## src/rtl/cpu_pkg.sv

```systemverilog
// Shared CPU definitions: condition-code encodings and flag bit positions
// used by the condition unit and its evaluator.
package cpu_pkg;

    // Bit positions of the architectural flags inside the 4-bit {N,Z,C,V} word
    localparam int FLAG_N = 3;
    localparam int FLAG_Z = 2;
    localparam int FLAG_C = 1;
    localparam int FLAG_V = 0;

    // Instruction condition field encodings (instr[31:28])
    typedef enum logic [3:0] {
        COND_EQ = 4'b0000,
        COND_NE = 4'b0001,
        COND_CS = 4'b0010,
        COND_CC = 4'b0011,
        COND_MI = 4'b0100,
        COND_PL = 4'b0101,
        COND_VS = 4'b0110,
        COND_VC = 4'b0111,
        COND_HI = 4'b1000,
        COND_LS = 4'b1001,
        COND_GE = 4'b1010,
        COND_LT = 4'b1011,
        COND_GT = 4'b1100,
        COND_LE = 4'b1101,
        COND_AL = 4'b1110,
        COND_NV = 4'b1111
    } cond_e;

endpackage

```

## src/rtl/cond_check.sv

```systemverilog
// Pure combinational condition evaluator: decides whether an instruction
// with the given condition field executes under the current flags.
module cond_check
    import cpu_pkg::*;
(
    input  logic [3:0] cond_i,
    input  logic [3:0] flags_i,
    output logic       cpass_o
);

    logic n;
    logic z;
    logic c;
    logic v;
    logic ge;

    assign n  = flags_i[FLAG_N];
    assign z  = flags_i[FLAG_Z];
    assign c  = flags_i[FLAG_C];
    assign v  = flags_i[FLAG_V];
    assign ge = (n == v);

    // Map each condition encoding onto its flag predicate; NV never passes
    always_comb begin
        cpass_o = 1'b0;
        case (cond_i)
            COND_EQ: cpass_o = z;
            COND_NE: cpass_o = ~z;
            COND_CS: cpass_o = c;
            COND_CC: cpass_o = ~c;
            COND_MI: cpass_o = n;
            COND_PL: cpass_o = ~n;
            COND_VS: cpass_o = v;
            COND_VC: cpass_o = ~v;
            COND_HI: cpass_o = c & ~z;
            COND_LS: cpass_o = ~c | z;
            COND_GE: cpass_o = ge;
            COND_LT: cpass_o = ~ge;
            COND_GT: cpass_o = ~z & ge;
            COND_LE: cpass_o = z | ~ge;
            COND_AL: cpass_o = 1'b1;
            default: cpass_o = 1'b0;
        endcase
    end

endmodule

```

## src/rtl/flopenr.sv

```systemverilog
// Generic register with synchronous active-high reset and load enable.
module flopenr #(
    parameter int WIDTH = 4
) (
    input  logic             clk,
    input  logic             reset,
    input  logic             en_i,
    input  logic [WIDTH-1:0] d_i,
    output logic [WIDTH-1:0] q_o
);

    logic [WIDTH-1:0] data_q;

    // Reset clears the register; otherwise it loads only when enabled
    always_ff @(posedge clk) begin
        if (reset) begin
            data_q <= '0;
        end else if (en_i) begin
            data_q <= d_i;
        end
    end

    assign q_o = data_q;

endmodule

```

## src/rtl/cond_unit.sv

```systemverilog
// Condition unit: evaluates the instruction condition against the
// architectural flags, gates the decoder's write requests, and owns the
// flag registers. In multicycle mode the pass bit is captured at decode so
// later flag updates cannot change the fate of the instruction in flight.
module cond_unit
    import cpu_pkg::*;
#(
    parameter int MULTICYCLE = 0,
    parameter int FLAGW_W    = 2
) (
    input  logic               clk,
    input  logic               reset,
    input  logic [3:0]         Cond,
    input  logic [3:0]         ALUFlags,
    input  logic [FLAGW_W-1:0] FlagW,
    input  logic               PCS,
    input  logic               RegW,
    input  logic               MemW,
    input  logic               NoWrite,
    input  logic               CondLatch,
    input  logic               NextPC,
    output logic               PCSrc,
    output logic               RegWrite,
    output logic               MemWrite,
    output logic               PCWrite,
    output logic               CondEx,
    output logic [3:0]         Flags
);

    localparam logic IS_MULTI = (MULTICYCLE != 0);

    logic cpass;
    logic condExR_q;
    logic condExR_d;
    logic latchEn;
    logic nextPcEn;

    // Pass bit always comes from the flags as they stand this cycle, so a
    // flag write never influences its own enable or a same-cycle latch.
    cond_check u_cond_check (
        .cond_i  (Cond),
        .flags_i (Flags),
        .cpass_o (cpass)
    );

    // Flag storage: either one NZCV group or separate NZ and CV groups
    generate
        if (FLAGW_W == 1) begin : g_flags_one
            flopenr #(.WIDTH(4)) u_flags_nzcv (
                .clk   (clk),
                .reset (reset),
                .en_i  (FlagW[0] & cpass),
                .d_i   (ALUFlags),
                .q_o   (Flags)
            );
        end else begin : g_flags_two
            flopenr #(.WIDTH(2)) u_flags_nz (
                .clk   (clk),
                .reset (reset),
                .en_i  (FlagW[1] & cpass),
                .d_i   (ALUFlags[3:2]),
                .q_o   (Flags[3:2])
            );
            flopenr #(.WIDTH(2)) u_flags_cv (
                .clk   (clk),
                .reset (reset),
                .en_i  (FlagW[0] & cpass),
                .d_i   (ALUFlags[1:0]),
                .q_o   (Flags[1:0])
            );
        end
    endgenerate

    // The multicycle-only strobes are masked off in single-cycle builds
    assign latchEn  = IS_MULTI & CondLatch;
    assign nextPcEn = IS_MULTI & NextPC;

    // Captured pass bit reloads on the decode strobe and holds otherwise
    always_comb begin
        condExR_d = condExR_q;
        if (latchEn) begin
            condExR_d = cpass;
        end
    end

    // Captured pass bit register, cleared by reset ahead of any latch
    always_ff @(posedge clk) begin
        if (reset) begin
            condExR_q <= 1'b0;
        end else begin
            condExR_q <= condExR_d;
        end
    end

    assign CondEx = IS_MULTI ? condExR_q : cpass;

    // Gated controls are forced low while reset is held
    assign PCSrc    = ~reset & PCS & CondEx;
    assign MemWrite = ~reset & MemW & CondEx;
    assign RegWrite = ~reset & RegW & ~NoWrite & CondEx;
    assign PCWrite  = ~reset & (nextPcEn | (PCS & CondEx));

endmodule

```

## config.mk

```make
export PLATFORM = sky130hd
export DESIGN_NAME = cond_unit
export DESIGN_NICKNAME = d
export VERILOG_FILES = /design/src/rtl/cpu_pkg.sv /design/src/rtl/cond_check.sv /design/src/rtl/flopenr.sv /design/src/rtl/cond_unit.sv
export SDC_FILE = /design/constraint.sdc
export NUM_CORES = 1
export LEC_CHECK = 0
export ABC_AREA = 1
export CAP_MARGIN = 5
export CORE_MARGIN = 10
export CORE_UTILIZATION = 31
export DETAILED_ROUTE_END_ITERATION = 10
export PLACE_DENSITY = 0.69
export SYNTH_ARGS = -nofsm -noshare
export SYNTH_HDL_FRONTEND = slang
export SYNTH_HIERARCHICAL = 1
export SYNTH_SLANG_ARGS = --single-unit
```

## constraint.sdc

```tcl
create_clock -name clk -period 1.9 [get_ports clk]
set_clock_uncertainty 0.1 [all_clocks]
set_input_delay 0.475 -clock clk [delete_from_list [all_inputs] [get_ports clk]]
set_output_delay 0.475 -clock clk [all_outputs]
set_load 0.005 [all_outputs]
```

==> impl_metrics.csv, run 1 <==
group,metric,value,unit
routing,drcViolationCount,0,
placement,dp_hpwl,1201,um
outcome,violations,"negative setup slack",
global_routing,grt_pass1_vias,634,
global_routing,grt_max_degree,8,
clock_tree,holdBufCountCts,0,
yosys,synth_cells,95,
floorplan,rows,13,
sta,finalHoldViolCount,0,
yosys,synth-seq-area-share,18.03,%
yosys,synthDistinctLibCells,10,
placement,place.gp.congestion,0.7863,
cells_and_area,syn_to_final_growth,100.3,%
routing,dr.pass1.iters,3,
critical_path,required,1.32,ns
global_routing,grt_util_all_layers,9.661,%
routing,vias,673,
yosys,netlist_top_cells_area,"nand2_1 (30%), dfxtp_1 (18%), nor2_1 (18%)",
sta,relSlewSlack,88.47,%
critical_path,reg2reg_depth,14,
sta,setup_ws,-0.05463,ns
clock_tree,cts_root_buf,"clkbuf_4",
routing,vias_per_cell,4.578,
routing,avgRoutedWirePerCell,11.03,um
routing,drt-initial-drc-count,3,
sta,final_max_slew_viol_count,0,
global_routing,grt_pass1_wl,2649,um
worst_hold_path,min_path_type,"reg2reg",
cells_and_area,drive_gt1_share,38.64,%
cells_and_area,final_nets,152,
outcome,status,"finished, violations left",
cells_and_area,antenna_cells,0,
global_routing,antenna_found_initial,0,
critical_path,rrSetupSlack,0.27,ns
cells_and_area,seq_area,92.59,um2
power,powerDensity,498.1,nW/um2
routing,finalWirelength,1621,um
clock_tree,htree_levels,1,
cells_and_area,n_fill_cell,141,
floorplan,die_w,57.85,um
routing,ant_nets,0,
critical_path,r2r-start,"g_flags_two.u_flags_cv/q_o[0]",
sta,finalSetupViolations,5,
yosys,avgSynthCellArea,4.676,um2
sta,rsz0062_at_grt,"true",
clock_tree,cts_buffers,3,
placement,dp_slack,-0.9868,ns
yosys,ys_warn_count,6,
placement,port-buffer-count,24,
run,maxCapViolCount,0,
yosys,synth_fp_nets,113,
floorplan,coreArea,1334,um2
worst_hold_path,hold_start,"g_flags_two.u_flags_nz/q_o[0]",
clock_tree,path_clk_slew,0.04,ns
clock_tree,cts_buffer_depth,2,
critical_path,critPathMaxFanout,4,
global_routing,grt_overflow,0,
sta,period_needed,1.955,ns
critical_path,crit_path_end_kind,"output port",
cells_and_area,finish.utilization,66.70,%
floorplan,die_area,3347,um2
power,p_leak,0.4829,nW
yosys,syn_area,444.2,um2
cells_and_area,multi_input_area,354.1,um2
yosys,synth_top_area_share,29.58,%
floorplan,fp.dieH,57.85,um
floorplan,initial_core_util,33.30,%
power,irDropWorstVdd,0.0002681,V
clock_tree,clk_latency,0.24,ns
sta,worst_slew_pin_slew,0.1724,ns
clock_tree,cts_tree,"done",
worst_hold_path,min_delay_worst_endpoint,"g_flags_two.u_flags_nz/q_o[0]",
critical_path,crit_type,"reg2out",
yosys,yosysTopAreaCell,"nand2_1",
floorplan,num_io_pins,27,
yosys,synth-seq-cells,4,
sta,finalCritPeriodShare,102.9,%
worst_hold_path,hold_depth,2,
critical_path,crit_arrival,1.38,ns
critical_path,reg2reg_to,"g_flags_two.u_flags_cv/q_o[0]",
critical_path,cp-start-kind,"register",
clock_tree,clock_sinks,4,
sta,fmax,511.6,MHz
-- synth_stat cells --
| cell type | count |
|---|---|
| nor3_1 | 1 |
| inv_1 | 18 |
| nand3b_1 | 1 |
| dfxtp_1 | 4 |
| nor2_1 | 21 |
| a21oi_1 | 2 |
| nand3_1 | 10 |
| clkinv_1 | 2 |
| nand2_2 | 1 |
| nand2_1 | 35 |
-- per-layer routing --
metal / share of wire (%) / track usage, % / routed length (um) / vias up
met3: 8.5 / 5.447 / 138 / 9
li1: - / - / - / 356
met5: 0 / 0 / 0 / -
met4: 3.4 / 5.034 / 55 / 0
met1: 40 / 9.564 / 646 / 282
met2: 48 / 15.80 / 781 / 26
-- cells in the final DEF, fill, tap and decap left out, types with 4 or more instances in the layout --
cell type	instances
nand2_2	6
inv_2	5
nand3_2	4
nand2_1	29
buf_4	8
nand3_1	6
nor2_1	15
clkdlybuf4s50_1	15
nor2_2	4
inv_1	12
buf_2	4
buf_6	4
-- per-stage QoR --
stage               total power [mW]  std cells  TNS (ns)  area [um2]  hold slack [ns]
global route                  0.4775        147   -0.7972       889.6           0.4448
floorplan                     0.1819         95         0       444.2           0.4079
CTS                           0.4280        147   -0.3592       854.6           0.4208
finish                        0.4431        147   -0.2518       889.6           0.4222
global placement              0.2903        142    -6.288       763.2           0.4530
detailed placement            0.2917        142    -6.314       763.2           0.4527
-- registers in the layout, summed over array words and instances (netlist names) --
signal	count
g_flags_two.u_flags_nz/q_o	2
g_flags_two.u_flags_cv/q_o	2
-- critical path, stage by stage, from the launching register on --
cell     delay (ns)
dfxtp_2        0.36
inv_2          0.06
nand2_2        0.06
nand2_1        0.06
nand3_1        0.06
nand3_1        0.08
nor2_1         0.13
nand2_2        0.09
nand2_1        0.08
nor2_1         0.04
buf_2          0.12
-- kinds of logic (layout without fill, tap and decap cells) --
kind of cell | count (synthesis) | after routing | share of synthesized area [%]
compound gates | 2 | 2 | 2.254
buf+inv | 20 | 57 | 16.90
flops | 4 | 4 | 18.03
simple gates | 69 | 69 | 62.82
-- worst max path at each step --
| stage | startpoint | end | slack, ns | cells after the start |
|---|---|---|---|---|
| 2_1_floorplan | Cond[1] | RegWrite | 0.1 | 9 |
| 3_3_place_gp | Cond[3] | RegWrite | -0.98 | 12 |
| 3_5_place_dp | Cond[3] | MemWrite | -0.99 | 12 |
| 4_1_cts | Cond[3] | PCSrc | -0.1 | 12 |
| 5_1_grt | g_flags_two.u_flags_nz/q_o[1] | RegWrite | -0.18 | 11 |
| 6_report | g_flags_two.u_flags_cv/q_o[0] | MemWrite | -0.05 | 10 |
-- repair_timing --
item,4_1_cts,5_1_grt
endpoints found under the setup margin,9,5
pin swaps,16,18
buffers inserted,2,0
resized for setup,72,14
-- area by class of cell --
cell class	count	area share (%)
Multi-Input combinational cell	71	39.80
Timing Repair Buffer	34	36.01
Sequential cell	4	10.41
Inverter	20	9.142
Clock buffer	3	2.532
Tap cell	15	2.110
-- power breakdown --
group          internal, mW  total [mW]  switching [mW]
Clock                0.0709       0.110          0.0392
Combinational         0.125       0.223          0.0984
Sequential           0.0953       0.110          0.0148
Power figures use the tool's default switching activity.
==> run 2: changes to the inputs <==
--- a/config.mk
+++ b/config.mk
@@ -9,6 +9,7 @@
 export CAP_MARGIN = 5
 export CORE_MARGIN = 10
 export CORE_UTILIZATION = 31
+export CTS_CLUSTER_DIAMETER = 40
 export DETAILED_ROUTE_END_ITERATION = 10
 export PLACE_DENSITY = 0.69
 export SYNTH_ARGS = -nofsm -noshare
==> results of run 2 <==
Final layout, timing and power as in run 1 (identical DEF).
